--- src/rtl/key_pkg.sv ---
// Shared encodings and width helpers for the key event scheduler.
// Combinational only; no latency or backpressure of its own.
package key_pkg;

  typedef enum logic [1:0] {
    EVT_PRESS = 2'b00,
    EVT_REL   = 2'b01,
    EVT_LONG  = 2'b10,
    EVT_REP   = 2'b11
  } evt_type_e;

  // Index width for a key bank; a single key still needs one bit.
  function automatic int key_idx_w(input int n);
    return (n <= 2) ? 1 : $clog2(n);
  endfunction

  // Width of a counter that runs 0..n-1.
  function automatic int cnt_w(input int n);
    return (n <= 2) ? 1 : $clog2(n);
  endfunction

endpackage

--- src/rtl/key_event_ctrl_if.sv ---
// Valid/ready event port from the key scheduler to the UI/menu FSM.
// Producer holds key/type stable while valid is high and ready is low.
interface key_event_ctrl_if
  import key_pkg::*;
#(
  parameter int KEY_NUM = 4
);
  localparam int KEY_IDX_W = key_idx_w(KEY_NUM);

  logic                 evt_valid;
  logic                 evt_ready;
  logic [KEY_IDX_W-1:0] evt_key;
  evt_type_e            evt_type;

  modport master (output evt_valid, output evt_key, output evt_type, input evt_ready);
  modport slave  (input evt_valid, input evt_key, input evt_type, output evt_ready);
endinterface

--- src/rtl/key_chan.sv ---
// One key: 2-flop sync, tick-based debounce, hold/repeat timer, four pending flags.
// Flags are set on commit/timer edges and cleared by the arbiter; set wins over clear.
module key_chan
  import key_pkg::*;
#(
  parameter int DEB_MS  = 20,
  parameter int LONG_MS = 1000,
  parameter int REPT_MS = 200
) (
  input  logic sys_clk,
  input  logic sys_rst_n,
  input  logic key_raw,
  input  logic tick,
  input  logic clr_press,
  input  logic clr_rel,
  input  logic clr_long,
  input  logic clr_rep,
  output logic key_state,
  output logic pend_press,
  output logic pend_rel,
  output logic pend_long,
  output logic pend_rep,
  output logic ovf
);
  localparam int DEB_W  = cnt_w(DEB_MS);
  localparam int HOLD_W = cnt_w(LONG_MS + 1);
  localparam int SUB_W  = cnt_w(REPT_MS);
  localparam logic [DEB_W-1:0]  DEB_LAST = DEB_W'(DEB_MS - 1);
  localparam logic [HOLD_W-1:0] HOLD_MAX = HOLD_W'(LONG_MS);
  localparam logic [HOLD_W-1:0] HOLD_PRE = HOLD_W'(LONG_MS - 1);
  localparam logic [SUB_W-1:0]  SUB_LAST = SUB_W'(REPT_MS - 1);

  logic              sync0_q, sync0_d, sync1_q, sync1_d;
  logic              state_q, state_d;
  logic [DEB_W-1:0]  deb_q, deb_d;
  logic [HOLD_W-1:0] hold_q, hold_d;
  logic [SUB_W-1:0]  sub_q, sub_d;
  logic              press_q, press_d, rel_q, rel_d, long_q, long_d, rep_q, rep_d;
  logic              synced, press_cmt, rel_cmt;
  logic              set_press, set_rel, set_long, set_rep;

  always_comb begin
    sync0_d   = key_raw;
    sync1_d   = sync0_q;
    synced    = ~sync1_q;
    state_d   = state_q;
    deb_d     = deb_q;
    hold_d    = hold_q;
    sub_d     = sub_q;
    press_cmt = 1'b0;
    rel_cmt   = 1'b0;
    set_press = 1'b0;
    set_rel   = 1'b0;
    set_long  = 1'b0;
    set_rep   = 1'b0;

    if (synced == state_q) begin
      deb_d = '0;
    end else if (tick) begin
      if (deb_q == DEB_LAST) begin
        state_d   = synced;
        deb_d     = '0;
        press_cmt = synced;
        rel_cmt   = ~synced;
      end else begin
        deb_d = deb_q + 1'b1;
      end
    end

    // Commit edges take priority over the hold timer in the same tick.
    if (press_cmt) begin
      hold_d    = '0;
      sub_d     = '0;
      set_press = 1'b1;
    end else if (rel_cmt) begin
      hold_d  = '0;
      sub_d   = '0;
      set_rel = 1'b1;
    end else if (state_q && tick) begin
      if (hold_q < HOLD_MAX) begin
        hold_d = hold_q + 1'b1;
        if (hold_q == HOLD_PRE) begin
          set_long = 1'b1;
          sub_d    = '0;
        end
      end else if (sub_q == SUB_LAST) begin
        set_rep = 1'b1;
        sub_d   = '0;
      end else begin
        sub_d = sub_q + 1'b1;
      end
    end

    press_d = set_press | (press_q & ~clr_press);
    rel_d   = set_rel   | (rel_q   & ~clr_rel);
    long_d  = set_long  | (long_q  & ~clr_long);
    rep_d   = set_rep   | (rep_q   & ~clr_rep & ~rel_cmt);
    ovf     = (set_press & press_q & ~clr_press) | (set_rel & rel_q & ~clr_rel) |
              (set_long  & long_q  & ~clr_long)  | (set_rep & rep_q & ~clr_rep);
  end

  always_ff @(posedge sys_clk or negedge sys_rst_n) begin
    if (!sys_rst_n) begin
      sync0_q <= 1'b1;
      sync1_q <= 1'b1;
      state_q <= 1'b0;
      deb_q   <= '0;
      hold_q  <= '0;
      sub_q   <= '0;
      press_q <= 1'b0;
      rel_q   <= 1'b0;
      long_q  <= 1'b0;
      rep_q   <= 1'b0;
    end else begin
      sync0_q <= sync0_d;
      sync1_q <= sync1_d;
      state_q <= state_d;
      deb_q   <= deb_d;
      hold_q  <= hold_d;
      sub_q   <= sub_d;
      press_q <= press_d;
      rel_q   <= rel_d;
      long_q  <= long_d;
      rep_q   <= rep_d;
    end
  end

  assign key_state  = state_q;
  assign pend_press = press_q;
  assign pend_rel   = rel_q;
  assign pend_long  = long_q;
  assign pend_rep   = rep_q;
endmodule

--- src/rtl/key_event_ctrl.sv ---
// Key bank scheduler: shared ms prescaler, per-key channels, round-robin event arbiter.
// Event appears one cycle after its flag is set; output holds under !evt_ready, 1 event/cycle when ready.
module key_event_ctrl
  import key_pkg::*;
#(
  parameter int KEY_NUM  = 4,
  parameter int TICK_DIV = 50_000,
  parameter int DEB_MS   = 20,
  parameter int LONG_MS  = 1000,
  parameter int REPT_MS  = 200
) (
  input  logic               sys_clk,
  input  logic               sys_rst_n,
  input  logic [KEY_NUM-1:0] key_in,
  key_event_ctrl_if.master   evt,
  output logic [KEY_NUM-1:0] key_state,
  output logic               evt_ovf
);
  localparam int KEY_IDX_W = key_idx_w(KEY_NUM);
  localparam int TICK_W    = cnt_w(TICK_DIV);
  localparam logic [TICK_W-1:0]    TICK_LAST = TICK_W'(TICK_DIV - 1);
  localparam logic [KEY_IDX_W-1:0] KEY_LAST  = KEY_IDX_W'(KEY_NUM - 1);

  logic [TICK_W-1:0]    presc_q, presc_d;
  logic                 tick;
  logic [KEY_NUM-1:0]   pend_press, pend_rel, pend_long, pend_rep, chan_ovf, cand;
  logic [KEY_NUM-1:0]   clr_press, clr_rel, clr_long, clr_rep;
  logic [KEY_IDX_W-1:0] rr_q, rr_d, gnt;
  logic                 found;
  int                   scan_idx;
  logic                 evt_valid_q, evt_valid_d, evt_ovf_q, evt_ovf_d;
  logic [KEY_IDX_W-1:0] evt_key_q, evt_key_d;
  evt_type_e            evt_type_q, evt_type_d;

  always_comb begin
    tick    = (presc_q == TICK_LAST);
    presc_d = tick ? '0 : presc_q + 1'b1;
  end

  for (genvar i = 0; i < KEY_NUM; i++) begin : g_chan
    key_chan #(
      .DEB_MS (DEB_MS),
      .LONG_MS(LONG_MS),
      .REPT_MS(REPT_MS)
    ) u_chan (
      .sys_clk   (sys_clk),
      .sys_rst_n (sys_rst_n),
      .key_raw   (key_in[i]),
      .tick      (tick),
      .clr_press (clr_press[i]),
      .clr_rel   (clr_rel[i]),
      .clr_long  (clr_long[i]),
      .clr_rep   (clr_rep[i]),
      .key_state (key_state[i]),
      .pend_press(pend_press[i]),
      .pend_rel  (pend_rel[i]),
      .pend_long (pend_long[i]),
      .pend_rep  (pend_rep[i]),
      .ovf       (chan_ovf[i])
    );
  end

  always_comb begin
    cand        = pend_press | pend_rel | pend_long | pend_rep;
    found       = 1'b0;
    gnt         = '0;
    scan_idx    = 0;
    clr_press   = '0;
    clr_rel     = '0;
    clr_long    = '0;
    clr_rep     = '0;
    rr_d        = rr_q;
    evt_valid_d = evt_valid_q;
    evt_key_d   = evt_key_q;
    evt_type_d  = evt_type_q;
    evt_ovf_d   = |chan_ovf;

    for (int k = 0; k < KEY_NUM; k++) begin
      scan_idx = int'(rr_q) + k;
      if (scan_idx >= KEY_NUM) scan_idx = scan_idx - KEY_NUM;
      if (!found && cand[scan_idx]) begin
        found = 1'b1;
        gnt   = KEY_IDX_W'(scan_idx);
      end
    end

    // Press before release within a key keeps the per-key event order causal.
    if (!evt_valid_q || evt.evt_ready) begin
      if (found) begin
        evt_valid_d = 1'b1;
        evt_key_d   = gnt;
        rr_d        = (gnt == KEY_LAST) ? '0 : gnt + 1'b1;
        if (pend_press[gnt]) begin
          evt_type_d     = EVT_PRESS;
          clr_press[gnt] = 1'b1;
        end else if (pend_long[gnt]) begin
          evt_type_d    = EVT_LONG;
          clr_long[gnt] = 1'b1;
        end else if (pend_rep[gnt]) begin
          evt_type_d   = EVT_REP;
          clr_rep[gnt] = 1'b1;
        end else begin
          evt_type_d   = EVT_REL;
          clr_rel[gnt] = 1'b1;
        end
      end else begin
        evt_valid_d = 1'b0;
      end
    end
  end

  always_ff @(posedge sys_clk or negedge sys_rst_n) begin
    if (!sys_rst_n) begin
      presc_q     <= '0;
      rr_q        <= '0;
      evt_valid_q <= 1'b0;
      evt_key_q   <= '0;
      evt_type_q  <= EVT_PRESS;
      evt_ovf_q   <= 1'b0;
    end else begin
      presc_q     <= presc_d;
      rr_q        <= rr_d;
      evt_valid_q <= evt_valid_d;
      evt_key_q   <= evt_key_d;
      evt_type_q  <= evt_type_d;
      evt_ovf_q   <= evt_ovf_d;
    end
  end

  assign evt.evt_valid = evt_valid_q;
  assign evt.evt_key   = evt_key_q;
  assign evt.evt_type  = evt_type_q;
  assign evt_ovf       = evt_ovf_q;
endmodule

--- src/flat_wrapper.sv ---
// flat-port wrapper written by rule: the top's interface ports become plain ports
module key_event_ctrl_flat import key_pkg::*;
#(
  parameter int KEY_NUM  = 4,
  parameter int TICK_DIV = 50_000,
  parameter int DEB_MS   = 20,
  parameter int LONG_MS  = 1000,
  parameter int REPT_MS  = 200
)
  (sys_clk, sys_rst_n, key_in, key_state, evt_ovf, evt_evt_valid, evt_evt_key, evt_evt_type, evt_evt_ready);
  key_event_ctrl_if #(.KEY_NUM(KEY_NUM)) evt_i ();
  input  logic sys_clk;
  input  logic sys_rst_n;
  input  logic [KEY_NUM-1:0] key_in;
  output logic [KEY_NUM-1:0] key_state;
  output logic evt_ovf;
  output wire logic [$bits(evt_i.evt_valid)-1:0] evt_evt_valid;
  output wire logic [$bits(evt_i.evt_key)-1:0] evt_evt_key;
  output wire logic [$bits(evt_i.evt_type)-1:0] evt_evt_type;
  input wire logic [$bits(evt_i.evt_ready)-1:0] evt_evt_ready;
  assign evt_evt_valid = evt_i.evt_valid;
  assign evt_evt_key = evt_i.evt_key;
  assign evt_evt_type = evt_i.evt_type;
  assign evt_i.evt_ready = evt_evt_ready;
  key_event_ctrl #(.KEY_NUM(KEY_NUM), .TICK_DIV(TICK_DIV), .DEB_MS(DEB_MS), .LONG_MS(LONG_MS), .REPT_MS(REPT_MS)) u_core (.sys_clk(sys_clk), .sys_rst_n(sys_rst_n), .key_in(key_in), .evt(evt_i), .key_state(key_state), .evt_ovf(evt_ovf));
endmodule
--- config.mk ---
export PLATFORM = sky130hd
export DESIGN_NAME = key_event_ctrl_flat
export DESIGN_NICKNAME = d
export VERILOG_FILES = /design/src/rtl/key_pkg.sv /design/src/rtl/key_event_ctrl_if.sv /design/src/rtl/key_chan.sv /design/src/rtl/key_event_ctrl.sv /design/src/flat_wrapper.sv
export SDC_FILE = /design/constraint.sdc
export NUM_CORES = 1
export LEC_CHECK = 0
export ABC_AREA = 0
export CAP_MARGIN = 20
export CORE_MARGIN = 3
export CORE_UTILIZATION = 45
export CTS_CLUSTER_SIZE = 24
export DETAILED_ROUTE_END_ITERATION = 10
export GPL_TIMING_DRIVEN = 0
export PLACE_DENSITY = 0.69
export SLEW_MARGIN = 20
export SYNTH_ARGS = -nofsm -noshare
export SYNTH_HDL_FRONTEND = slang
export SYNTH_HIERARCHICAL = 1
export SYNTH_SLANG_ARGS = --single-unit
--- constraint.sdc ---
create_clock -name sys_clk -period 3.35 [get_ports sys_clk]
set_clock_uncertainty 0.2 [all_clocks]
set_input_delay 0.5025 -clock sys_clk [delete_from_list [all_inputs] [get_ports sys_clk]]
set_output_delay 0.5025 -clock sys_clk [all_outputs]
set_load 0.01 [all_outputs]
==> flow_metrics.env <==
export IMPL_outcome="finished with violations"
export IMPL_violations="negative setup slack"
export IMPL_hp_class="flip-flop to flip-flop"
export IMPL_numCtsBuffers=17
export IMPL_netlist_area_um2=7710
export IMPL_synth_distinct_cells=57
export IMPL_path_max_fanout=5
export IMPL_rsz0062_at_grt="true"
export IMPL_synth_fp_nets=859
export IMPL_die_area_um2=18700
export IMPL_via_count=6028
export IMPL_peakVddDrop_mv=0.686
export IMPL_synthTopCellsByArea="dfrtp_1 (44%), o21ai_0 (4.7%), xor2_1 (4.2%), nand2_1 (4.0%), nor2_1 (3.6%)"
export IMPL_finalPower_mw=6.14
export IMPL_yosysWarnings=6
export IMPL_start_util_pct=46.1
export IMPL_die_w_um=137
export IMPL_drt_total_wl_um=15500
export IMPL_hold_depth=0
export IMPL_cts_tree="built"
export IMPL_wl_per_cell_um=13.8
export IMPL_avgSynthCellArea_um2=9.23
export IMPL_fin_nets=914
export IMPL_synth_top_area_cell="dfrtp_1"
export IMPL_drive_above_1_share_pct=13.7
export IMPL_area_growth_pct=17.7
export IMPL_pre_cts_ws_ns=-0.596
export IMPL_r2r_end="u_core/evt_ovf"
export IMPL_drtPass1Iterations=4
export IMPL_clk_path_buf_depth=2
export IMPL_postSynthCellCount=835
export IMPL_grt_pass1_wl_um=27000
export IMPL_post_route_drc_count=0
export IMPL_drt_iter0_drc=394
export IMPL_die_y_um=137
export IMPL_worst_slew_pin_slew_ns=0.798
export IMPL_setup_tns_final_ns=-0.349
export IMPL_synth_edff_count=0
export IMPL_seq_area_frac_synth_pct=46.9
export IMPL_antennaDiodeCount=0
export IMPL_core_area_um2=16700
export IMPL_cp_end_kind="flip-flop"
export IMPL_multiInputGateArea_um2=4030
export IMPL_ff2ff_path_depth=12
export IMPL_synth_seq_cells=144
export IMPL_via_per_inst=5.37
export IMPL_start_kind="flip-flop"
export IMPL_grt_pass1_vias=5782
export IMPL_clock_fmax_mhz=270
export IMPL_grt_overflow_total=0
export IMPL_layout_common_cells="dfrtp_1 (131), nand2_1 (82), nor2_1 (74)"
export IMPL_cts_sinks=144
export IMPL_r2r_setup_slack_ns=-0.35
export IMPL_synth_top_cell_area_share_pct=44.2
export IMPL_min_from="u_core/g_chan[0].u_chan/sync0_q"
export IMPL_setup_viol=1
export IMPL_hold_viol_final=0
export IMPL_antenna_found_initial=0
export IMPL_place_congestion=0.800
export IMPL_clk_pin_slew_ns=0.06
export IMPL_fin_crit_ns=3.70
export IMPL_fill_cells=1516
export IMPL_cts_max_level=4
export IMPL_r2r_start="u_core/g_chan[1].u_chan/pend_rep"
export IMPL_synth_flop_cell="dfrtp_1"
export IMPL_timing_final_crit_share_pct=110
export IMPL_dp_hpwl_um=10200
export IMPL_hold_slack_ns=0.154
export IMPL_ant_nets=0
export IMPL_hold_path_endpoint="u_core/g_chan[0].u_chan/sync1_q"
export IMPL_portBuffers=16
export IMPL_required_ns=3.44
export IMPL_pwr_density_cell_nw_per_um2=677
export IMPL_drv_slew=0
export IMPL_cp_arrival_ns=3.79
export IMPL_ioPinCount=17
export IMPL_slew_headroom_pct=46.6
export IMPL_root_buffer="clkbuf_16"
export IMPL_final_common_cell="dfrtp_1"
export IMPL_timing_max_cap_violations=0
export IMPL_rows=47
export IMPL_power_leakage_nw=3.95
export IMPL_clock_latency_ns=0.43
export IMPL_grt_max_degree=84
export IMPL_grt_usage_pct=17.8
export IMPL_crit_type="flip-flop to flip-flop"
export IMPL_fin_ws_ns=-0.349
export IMPL_ys_async_sr_fraction_pct=100
export IMPL_regArea_um2=3620
critical path: stages (launching register included):
cell and delay, ns:
dfrtp_2 0.43, or4_4 0.55, or3_4 0.41, buf_4 0.16
a211oi_4 0.24, a211oi_4 0.09, or2_4 0.32, nor3_4 0.22
nand4b_1 0.15, nor4_1 0.05, a21oi_1 0.15, o21ai_1 0.09
or4_1 0.52
registers in the layout (all words and copies together) (netlist names), 4 cells and up:
name                             cells
u_core/g_chan.u_chan/deb_q          20
u_core/g_chan.u_chan/hold_q         40
u_core/g_chan.u_chan/key_state       4
u_core/g_chan.u_chan/pend_long       4
u_core/g_chan.u_chan/pend_press      4
u_core/g_chan.u_chan/pend_rel        4
u_core/g_chan.u_chan/pend_rep        4
u_core/g_chan.u_chan/sub_q          32
u_core/g_chan.u_chan/sync0_q         4
u_core/g_chan.u_chan/sync1_q         4
u_core/presc_q                      16
final cells by class:
class / instances / share of cell area (%)
Inverter: 30 / 1.27
Multi-Input combinational cell: 633 / 44.4
Clock buffer: 22 / 5.34
Sequential cell: 144 / 39.9
Timing Repair Buffer: 37 / 3.81
Clock inverter: 10 / 0.924
Buffer: 27 / 1.37
Tap cell: 220 / 3.03
synth_stat cells (5+ instances only):
| cell | n |
|---|---|
| dfrtp_1 | 136 |
| nand2_1 | 82 |
| nor2_1 | 74 |
| o21ai_0 | 73 |
| nand3_1 | 44 |
| a21oi_1 | 40 |
| xor2_1 | 37 |
| nor3_1 | 36 |
| inv_1 | 29 |
| and3_1 | 20 |
| nand2b_1 | 19 |
| or3_1 | 18 |
| ha_1 | 17 |
| nand4_1 | 16 |
| xnor2_1 | 15 |
| clkbuf_1 | 14 |
| a31oi_1 | 12 |
| nor4_1 | 12 |
| mux2i_1 | 11 |
| and2_1 | 10 |
| buf_2 | 9 |
| dfstp_2 | 8 |
| nand3b_1 | 8 |
| and4_1 | 6 |
| nor2b_1 | 6 |
| or2_2 | 6 |
| or4_1 | 6 |
| o21a_1 | 5 |
| or4_4 | 5 |
power by group:
part	internal [mW]	switching, mW	leakage [nW]
Clock	1.09	0.725	0.282
Combinational	1.01	1.33	1.73
Sequential	1.86	0.125	1.94
metal layers:
layer / track usage, % / routed length (µm)
met5: 0 / 0
met3: 4.30 / 402
met1: 25.0 / 7780
met4: 5.76 / 235
met2: 27.3 / 7070
logic make-up (layout without fill, tap and decap cells):
family | count (synthesis) | after routing | synth area share (%)
AND/OR/NAND/NOR | 394 | 394 | 27.5
AO/OA/AOI/OAI | 158 | 158 | 12.3
flip-flops | 144 | 144 | 46.9
buffers and inverters | 58 | 126 | 3.05
XOR/XNOR | 52 | 52 | 5.91
adder cells (fa/ha/maj) | 17 | 17 | 2.76
multiplexers | 12 | 12 | 1.57
worst max-delay path by stage:
| stage | from | endpoint | slack, ns | cells after the start |
|---|---|---|---|---|
| finish | u_core/g_chan[1].u_chan/pend_rep | u_core/evt_ovf | -0.35 | 12 |
| global route | u_core/g_chan[1].u_chan/pend_rep | u_core/evt_ovf | -0.49 | 12 |
| CTS | u_core/g_chan[1].u_chan/pend_press | u_core/evt_ovf | -0.27 | 12 |
| detailed placement | u_core/g_chan[2].u_chan/pend_rep | u_core/evt_ovf | -0.60 | 12 |
| global placement | sys_rst_n | u_core/g_chan[2].u_chan/deb_q[2] | -4.30 | 1 |
| floorplan | u_core/g_chan[1].u_chan/pend_press | u_core/evt_ovf | -0.03 | 12 |
repair_timing:
item,in CTS,in global routing
hold buffers,1,0
pin swaps,6,5
hold endpoints to repair,55,0
setup buffers,16,3
gates resized for setup,22,18
setup endpoints to repair,74,46
metrics by stage:
step | std cells | util [%] | instance area (µm²)
2_1_floorplan | 835 | - | 7730
3_3_place_gp | 1071 | 48.9 | 8170
3_5_place_dp | 1072 | 49.1 | 8200
4_1_cts | 1120 | 53.9 | 9000
5_1_grt | 1123 | 54.3 | 9070
6_report | 1123 | 54.3 | 9070
No activity file was read; power rests on OpenSTA's default activity.
